$ cat src/rtl/poly_pkg.sv
// Shared constants and the signed saturation helper for the polynomial evaluator.
package poly_pkg;

    localparam int ORDER_MAX = 4;

    // Working width wide enough to hold any full-width Horner product plus a coefficient.
    localparam int SAT_W = 64;

    // Coefficient values restored on reset, indexed by power of x.
    localparam int COEF_DEF [0:ORDER_MAX] = '{-3, 3, -4, 0, 0};

    // Clamp v into the m-bit signed range; clip reports whether clamping occurred.
    function automatic logic signed [SAT_W-1:0] sat(
        input  logic signed [SAT_W-1:0] v,
        input  int                      m,
        output logic                    clip
    );
        logic signed [SAT_W-1:0] hi;
        logic signed [SAT_W-1:0] lo;
        hi   = (64'sd1 <<< (m - 1)) - 64'sd1;
        lo   = -hi - 64'sd1;
        clip = 1'b0;
        if (v > hi) begin
            clip = 1'b1;
            return hi;
        end
        if (v < lo) begin
            clip = 1'b1;
            return lo;
        end
        return v;
    endfunction

endpackage

$ cat src/rtl/poly_eval_pipe_if.sv
// Sample stream, result stream and coefficient-write port of the polynomial evaluator.
interface poly_eval_pipe_if #(
    parameter int WL = 15
);
    logic                 in_valid;
    logic                 in_ready;
    logic signed [WL-1:0] x;
    logic                 out_valid;
    logic                 out_ready;
    logic signed [WL:0]   y;
    logic                 out_sat;
    logic                 coef_we;
    logic [2:0]           coef_addr;
    logic signed [WL-1:0] coef_wdata;
    logic                 busy;

    // Source/consumer side.
    modport master (
        output in_valid, x, out_ready, coef_we, coef_addr, coef_wdata,
        input  in_ready, out_valid, y, out_sat, busy
    );

    // Evaluator side.
    modport slave (
        input  in_valid, x, out_ready, coef_we, coef_addr, coef_wdata,
        output in_ready, out_valid, y, out_sat, busy
    );
endinterface

$ cat src/rtl/poly_horner_stage.sv
// One Horner step: acc_out = sat(acc_in * x_in + coef), registered, with x and flags carried along.
module poly_horner_stage
    import poly_pkg::*;
#(
    parameter int WL    = 15,
    parameter int ACC_W = 2 * WL
) (
    input  logic                    CLK,
    input  logic                    RST_N,
    input  logic                    en,
    input  logic                    vld_in,
    input  logic                    sat_in,
    input  logic signed [ACC_W-1:0] acc_in,
    input  logic signed [WL-1:0]    x_in,
    input  logic signed [WL-1:0]    coef,
    output logic signed [ACC_W-1:0] acc_out,
    output logic signed [WL-1:0]    x_out,
    output logic                    sat_out,
    output logic                    vld_out
);
    localparam int PW = ACC_W + WL;

    logic signed [PW-1:0]    prod;
    logic signed [SAT_W-1:0] sum;
    logic signed [ACC_W-1:0] acc_next;
    logic                    clip;

    // Full-width product plus coefficient, then clamp back into the accumulator range.
    always_comb begin
        prod     = PW'(acc_in) * PW'(x_in);
        sum      = SAT_W'(prod) + SAT_W'(coef);
        acc_next = ACC_W'(sat(sum, ACC_W, clip));
    end

    // Slice register; bubbles advance exactly like samples so ordering is preserved.
    always_ff @(posedge CLK or negedge RST_N) begin
        if (!RST_N) begin
            acc_out <= '0;
            x_out   <= '0;
            sat_out <= 1'b0;
            vld_out <= 1'b0;
        end else if (en) begin
            acc_out <= acc_next;
            x_out   <= x_in;
            sat_out <= sat_in | clip;
            vld_out <= vld_in;
        end
    end
endmodule

$ cat src/rtl/poly_eval_pipe.sv
// Pipelined Horner polynomial evaluator with programmable coefficients and valid/ready flow.
module poly_eval_pipe
    import poly_pkg::*;
#(
    parameter int WL    = 15,
    parameter int ORDER = 2,
    parameter int ACC_W = 2 * WL
) (
    input  logic           CLK,
    input  logic           RST_N,
    poly_eval_pipe_if.slave bus
);
    if (ORDER < 1 || ORDER > ORDER_MAX) begin : g_bad_order
        $error("poly_eval_pipe: ORDER must lie within 1..4");
    end

    logic signed [WL-1:0]    coef_r [0:ORDER];
    logic signed [ACC_W-1:0] acc_p  [0:ORDER];
    logic signed [WL-1:0]    x_p    [0:ORDER];
    logic                    sat_p  [0:ORDER];
    logic                    vld_p  [0:ORDER];

    logic signed [ACC_W-1:0] acc_p0;
    logic signed [WL-1:0]    x_p0;
    logic                    vld_p0;

    logic                    out_valid_r;
    logic signed [WL:0]      y_r;
    logic                    out_sat_r;
    logic signed [WL:0]      y_next;
    logic                    y_clip;

    logic                    en;
    logic                    any_vld;
    logic                    wr_take;
    logic                    in_ready_w;
    logic                    accept;
    logic signed [WL-1:0]    unused_x_last;

    // Whole pipeline moves as one; a pending coefficient write steals the input slot.
    assign en         = !out_valid_r || bus.out_ready;
    assign wr_take    = bus.coef_we && !any_vld;
    assign in_ready_w = en && !wr_take;
    assign accept     = bus.in_valid && in_ready_w;

    assign bus.in_ready  = in_ready_w;
    assign bus.out_valid = out_valid_r;
    assign bus.y         = y_r;
    assign bus.out_sat   = out_sat_r;
    assign bus.busy      = any_vld;

    // Busy whenever any stage register, including the output, holds a sample.
    always_comb begin
        any_vld = out_valid_r;
        for (int i = 0; i <= ORDER; i++) begin
            any_vld = any_vld | vld_p[i];
        end
    end

    // Coefficient file: writes land only while the pipeline is empty and the index is in range.
    always_ff @(posedge CLK or negedge RST_N) begin
        if (!RST_N) begin
            for (int i = 0; i <= ORDER; i++) begin
                coef_r[i] <= WL'(COEF_DEF[i]);
            end
        end else if (wr_take) begin
            for (int i = 0; i <= ORDER; i++) begin
                if (bus.coef_addr == 3'(i)) begin
                    coef_r[i] <= bus.coef_wdata;
                end
            end
        end
    end

    // ---- stage 0: capture x and seed the accumulator with the leading coefficient ----
    always_ff @(posedge CLK or negedge RST_N) begin
        if (!RST_N) begin
            acc_p0 <= '0;
            x_p0   <= '0;
            vld_p0 <= 1'b0;
        end else if (en) begin
            acc_p0 <= ACC_W'(coef_r[ORDER]);
            x_p0   <= bus.x;
            vld_p0 <= accept;
        end
    end

    assign acc_p[0] = acc_p0;
    assign x_p[0]   = x_p0;
    assign sat_p[0] = 1'b0;
    assign vld_p[0] = vld_p0;

    // ---- stages 1..ORDER: one Horner step each, lower coefficients further down ----
    for (genvar k = 1; k <= ORDER; k++) begin : g_stage
        poly_horner_stage #(
            .WL    (WL),
            .ACC_W (ACC_W)
        ) u_stage (
            .CLK     (CLK),
            .RST_N   (RST_N),
            .en      (en),
            .vld_in  (vld_p[k-1]),
            .sat_in  (sat_p[k-1]),
            .acc_in  (acc_p[k-1]),
            .x_in    (x_p[k-1]),
            .coef    (coef_r[ORDER-k]),
            .acc_out (acc_p[k]),
            .x_out   (x_p[k]),
            .sat_out (sat_p[k]),
            .vld_out (vld_p[k])
        );
    end

    // The last stage's x copy has no consumer.
    assign unused_x_last = x_p[ORDER];

    // ---- output stage: narrow the accumulator to WL+1 bits ----
    always_comb begin
        y_next = (WL + 1)'(sat(SAT_W'(acc_p[ORDER]), WL + 1, y_clip));
    end

    // Output register holds steady while the consumer stalls.
    always_ff @(posedge CLK or negedge RST_N) begin
        if (!RST_N) begin
            out_valid_r <= 1'b0;
            y_r         <= '0;
            out_sat_r   <= 1'b0;
        end else if (en) begin
            out_valid_r <= vld_p[ORDER];
            y_r         <= y_next;
            out_sat_r   <= sat_p[ORDER] | y_clip;
        end
    end
endmodule

$ cat src/flat_wrapper.sv
// flat-port wrapper written by rule: the top's interface ports become plain ports
module poly_eval_pipe_flat import poly_pkg::*;
#(
    parameter int WL    = 15,
    parameter int ORDER = 2,
    parameter int ACC_W = 2 * WL
)
  (CLK, RST_N, bus_in_valid, bus_x, bus_out_ready, bus_coef_we, bus_coef_addr, bus_coef_wdata, bus_in_ready, bus_out_valid, bus_y, bus_out_sat, bus_busy);
  poly_eval_pipe_if #(.WL(WL)) bus_i ();
  input  logic CLK;
  input  logic RST_N;
  input wire logic [$bits(bus_i.in_valid)-1:0] bus_in_valid;
  input wire logic [$bits(bus_i.x)-1:0] bus_x;
  input wire logic [$bits(bus_i.out_ready)-1:0] bus_out_ready;
  input wire logic [$bits(bus_i.coef_we)-1:0] bus_coef_we;
  input wire logic [$bits(bus_i.coef_addr)-1:0] bus_coef_addr;
  input wire logic [$bits(bus_i.coef_wdata)-1:0] bus_coef_wdata;
  output wire logic [$bits(bus_i.in_ready)-1:0] bus_in_ready;
  output wire logic [$bits(bus_i.out_valid)-1:0] bus_out_valid;
  output wire logic [$bits(bus_i.y)-1:0] bus_y;
  output wire logic [$bits(bus_i.out_sat)-1:0] bus_out_sat;
  output wire logic [$bits(bus_i.busy)-1:0] bus_busy;
  assign bus_i.in_valid = bus_in_valid;
  assign bus_i.x = bus_x;
  assign bus_i.out_ready = bus_out_ready;
  assign bus_i.coef_we = bus_coef_we;
  assign bus_i.coef_addr = bus_coef_addr;
  assign bus_i.coef_wdata = bus_coef_wdata;
  assign bus_in_ready = bus_i.in_ready;
  assign bus_out_valid = bus_i.out_valid;
  assign bus_y = bus_i.y;
  assign bus_out_sat = bus_i.out_sat;
  assign bus_busy = bus_i.busy;
  poly_eval_pipe #(.WL(WL), .ORDER(ORDER), .ACC_W(ACC_W)) u_core (.CLK(CLK), .RST_N(RST_N), .bus(bus_i));
endmodule
$ cat config.mk
export PLATFORM = sky130hd
export DESIGN_NAME = poly_eval_pipe_flat
export DESIGN_NICKNAME = d
export VERILOG_FILES = /design/src/rtl/poly_pkg.sv /design/src/rtl/poly_eval_pipe_if.sv /design/src/rtl/poly_horner_stage.sv /design/src/rtl/poly_eval_pipe.sv /design/src/flat_wrapper.sv
export SDC_FILE = /design/constraint.sdc
export NUM_CORES = 2
export LEC_CHECK = 0
export ABC_CLOCK_PERIOD_IN_PS = 8260
export BUFFER_PORTS_ARGS = -buffer_cell sky130_fd_sc_hd__buf_4
export CORE_MARGIN = 2
export CORE_UTILIZATION = 55
export CTS_BUF_LIST = sky130_fd_sc_hd__clkbuf_8
export DETAILED_ROUTE_END_ITERATION = 12
export GPL_TIMING_DRIVEN = 1
export PLACE_DENSITY = 0.75
export SKIP_CTS_REPAIR_TIMING = 1
export SLEW_MARGIN = 20
export SYNTH_ARGS = -nofsm -noshare
export SYNTH_HDL_FRONTEND = slang
export SYNTH_SLANG_ARGS = --single-unit
$ cat constraint.sdc
create_clock -name CLK -period 8.26 [get_ports CLK]
set_input_delay 0.826 -clock CLK [delete_from_list [all_inputs] [get_ports CLK]]
set_output_delay 0.826 -clock CLK [all_outputs]
set_load 0.01 [all_outputs]
==> impl_results.md <==
- H-Tree Depth: 4
- Largest net degree at the start of global routing: 94
- Critical path class: reg2reg
- Slowest cell on the critical path: dfrtp_1
- Max stage delay on crit path: a little over 0.6 ns
- Critical Path AT: about 8.3 ns
- Skew final: around 0.025 ns
- Post-DP Area: roughly 35000 µm²
- Total gr overflow: 0
- Synth cell types: 88
- Vias per inst: about 5.5
- Endpoints failing setup: 0
- Metal2 WL: ~42000 µm
- Synth async-reset ratio: 100%
- Mapped Nets: around 4600
- Initial DRC count: ~1900
- CTS Sinks: between 150 and 200
- Buf/Inv on CP: 6
- Clock Pin Slew Worst Setup and Hold Paths: between 0.1 and 0.15 ns
- Status: completed
- Die area: 63800 µm²
- Cell mode on critical path: fa_1
- Final Hold Violating Endpoints: 0
- Gr usage total: between 20% and 30%
- Nets@finish: 4600
- Fin. max-slew vios: 0
- Row count: 91
- Uppermost layer routed: met5
- Root buffer cell: clkbuf_8
- Sequential fraction of the synthesis area: roughly 13%
- Final worst path period need: around 8 ns
- Area share of fa/ha/maj cells after synthesis: between 40% and 50%
- #FFs+latches synth: around 170
- Post-route cell area: roughly 36000 µm²
- TritonCTS buffer count: 17
- Number of global-route vias before repair: roughly 27000
- I/O pin cnt: between 50 and 60
- Peak Freq: around 130 MHz
- Post-Place Worst Slack: 0.430 ns
- Mapped Area: ~34000 µm²
- Drt total wl: between 80000 and 90000 µm
- Cells after synthesis: around 3700
- CP endpoint kind: register
- Routed met3 length: slightly below 6000 µm
- Commonest non-fill, non-tap cell in the layout: inv_1
- Mean Syn Cell Area: approximately 9.2 µm²
- Layout area overhead: 4.85%
- Post-route ant nets: 0
- Die W: ~250 µm
- Final period util: between 90% and 100%
- YS warnings: 0
- Min-delay worst type: in2async
- XOR/XNOR Fraction of Synth Area: under 10%
- Placer Congestion: roughly 0.93
- Final WS setup: between 0.3 and 0.4 ns
- Initial antenna violation count: 3
- Unrepaired setup endpoints after global routing: no
- Core area: slightly above 60000 µm²
- Post-synth EDFFs: 0
- First-pass GRT wire length: between 100000 and 150000 µm
- Vias: roughly 25000
- Slew Limit Headroom: between 30% and 40%
- Buffers on Ports: 57
- DR WL/cell: slightly below 20 µm
- Commonest non-fill, non-tap cells in the layout: inv_1, fa_1, nand2_1
- Largest family of logic cells by synthesized area: adder cells
- Nature of the critical path startpoint: register
- Worst EP required: around 8.7 ns
- Max clock buf depth: 2
- Die Span Y: around 250 µm
- CP Max Fanout: 30
- DRC: 0
- Worst path top cell family by delay: adder cells
- Dpl hpwl: approximately 70000 µm
- Complex-gate fraction of the synthesized area: around 7.0%
- Wl on met1: 35400 µm
- Simple-Gate Fraction of Synth Area: 15.1%
- Slack of the worst reg-to-reg path: 0.33 ns
- Mux cell area share after synthesis: 1.52%
- Worst-Skew Late Latency: approximately 0.53 ns
- Max Cap Viol: 0
- Top_reg_cell synth: dfrtp_1
- CTS tree: done
- Setup TNS Final: 0 ns
- Worst slew pin tran: ~0.97 ns
- DR pass1 iterations: 6
- Layout cells sized above 1: approximately 7.7%
- Starting density of the core: 55.4%
==> worst reg2reg max path, cell delays in order, from the launching register on <==
cell	delay (ns)
dfrtp_1	0.61
buf_4	0.34
and2_1	0.20
fa_1	0.53
inv_1	0.05
fa_1	0.51
fa_1	0.53
inv_1	0.06
fa_1	0.48
fa_1	0.56
inv_1	0.06
fa_1	0.55
inv_1	0.06
ha_1	0.53
a21oi_1	0.16
o21ai_0	0.26
a21oi_1	0.15
nor4_2	0.36
a21oi_2	0.16
o21ai_0	0.28
xnor2_1	0.16
nor4_1	0.26
nand4_1	0.23
o32ai_4	0.31
buf_12	0.25
o22ai_1	0.15
==> cells in the mapped netlist (all sizes together), types with 27 or more instances <==
library cell | count | share of area [%]
xnor2 | 51 | 1.3
dfrtp | 144 | 11
inv | 843 | 9.3
dfstp | 29 | 2.2
nor2 | 101 | 1.1
o22ai | 31 | 0.94
a21oi | 79 | 1.3
nand2b | 30 | 0.55
mux2 | 44 | 1.5
o21ai | 109 | 1.6
ha | 192 | 7.1
clkbuf | 150 | 1.7
and2 | 248 | 4.6
xor2 | 31 | 0.82
a21o | 27 | 0.60
fa | 716 | 42
nand2 | 626 | 6.9
==> per-layer routing <==
layer  GRT usage, %  vias up
li1               -    10908
met1           40.0    12691
met2           49.2      916
met3           3.34      174
met4           9.59        2
met5              0        -
==> logic make-up after synthesis <==
family                   Yosys count
XOR/XNOR                          82
AO/OA/AOI/OAI                    341
AND/OR/NAND/NOR                 1104
buffers and inverters           1014
adder cells (fa/ha/maj)          932
flip-flops                       173
multiplexers                      46
==> through the flow <==
| step | hold WS [ns] | utilization (%) | std cells |
|---|---|---|---|
| after floorplan | 0.441 | - | 3692 |
| after global placement | 0.450 | 57.4 | 4425 |
| after detailed placement | 0.467 | 57.4 | 4425 |
| after CTS | 0.363 | 58.1 | 4457 |
| after global routing | 0.386 | 58.1 | 4458 |
| final | 0.331 | 58.1 | 4458 |
==> final cells by class <==
type / count / area, µm²
Antenna cell: 1 / 2.50
Clock buffer: 18 / 248
Clock inverter: 14 / 181
Fill cell: 5293 / 25700
Inverter: 843 / 3160
Multi-Input combinational cell: 2505 / 25800
Sequential cell: 173 / 4370
Tap cell: 790 / 988
Timing Repair Buffer: 114 / 916
==> final timing paths <==
path,from,to,cells after the start
setup / recovery,u_core.g_stage[1].u_stage.x_out[3]$_DFFE_PN0N_,u_core.g_stage[2].u_stage.acc_out[0]$_DFFE_PN0N_,25
setup reg to reg,u_core.g_stage[1].u_stage.x_out[3]$_DFFE_PN0N_,u_core.g_stage[2].u_stage.acc_out[0]$_DFFE_PN0N_,25
hold reg to reg,u_core.bus.y[11]$_DFFE_PN0N_,u_core.bus.y[11]$_DFFE_PN0N_,2
hold / removal,RST_N,u_core.bus.y[4]$_DFFE_PN0N_,1
max in group asynchronous,RST_N,u_core.coef_r[23]$_DFFE_PN0P_,2
min in group CLK,u_core.bus.y[11]$_DFFE_PN0N_,u_core.bus.y[11]$_DFFE_PN0N_,2
==> registers in the layout, summed over array words and instances, names as in the netlist <==
register                        cells
u_core.g_stage.u_stage.acc_out     60
u_core.g_stage.u_stage.vld_out      2
u_core.bus.out_sat                  1
u_core.g_stage.u_stage.sat_out      2
u_core.x_p0                        15
u_core.bus.out_valid                1
u_core.bus.y                       16
u_core.g_stage.u_stage.x_out       15
u_core.vld_p0                       1
u_core.coef_r                      45
u_core.acc_p0                      15
Power is not shown: default switching activity piles up to over one toggle a cycle in this logic, so the estimate is an artifact.
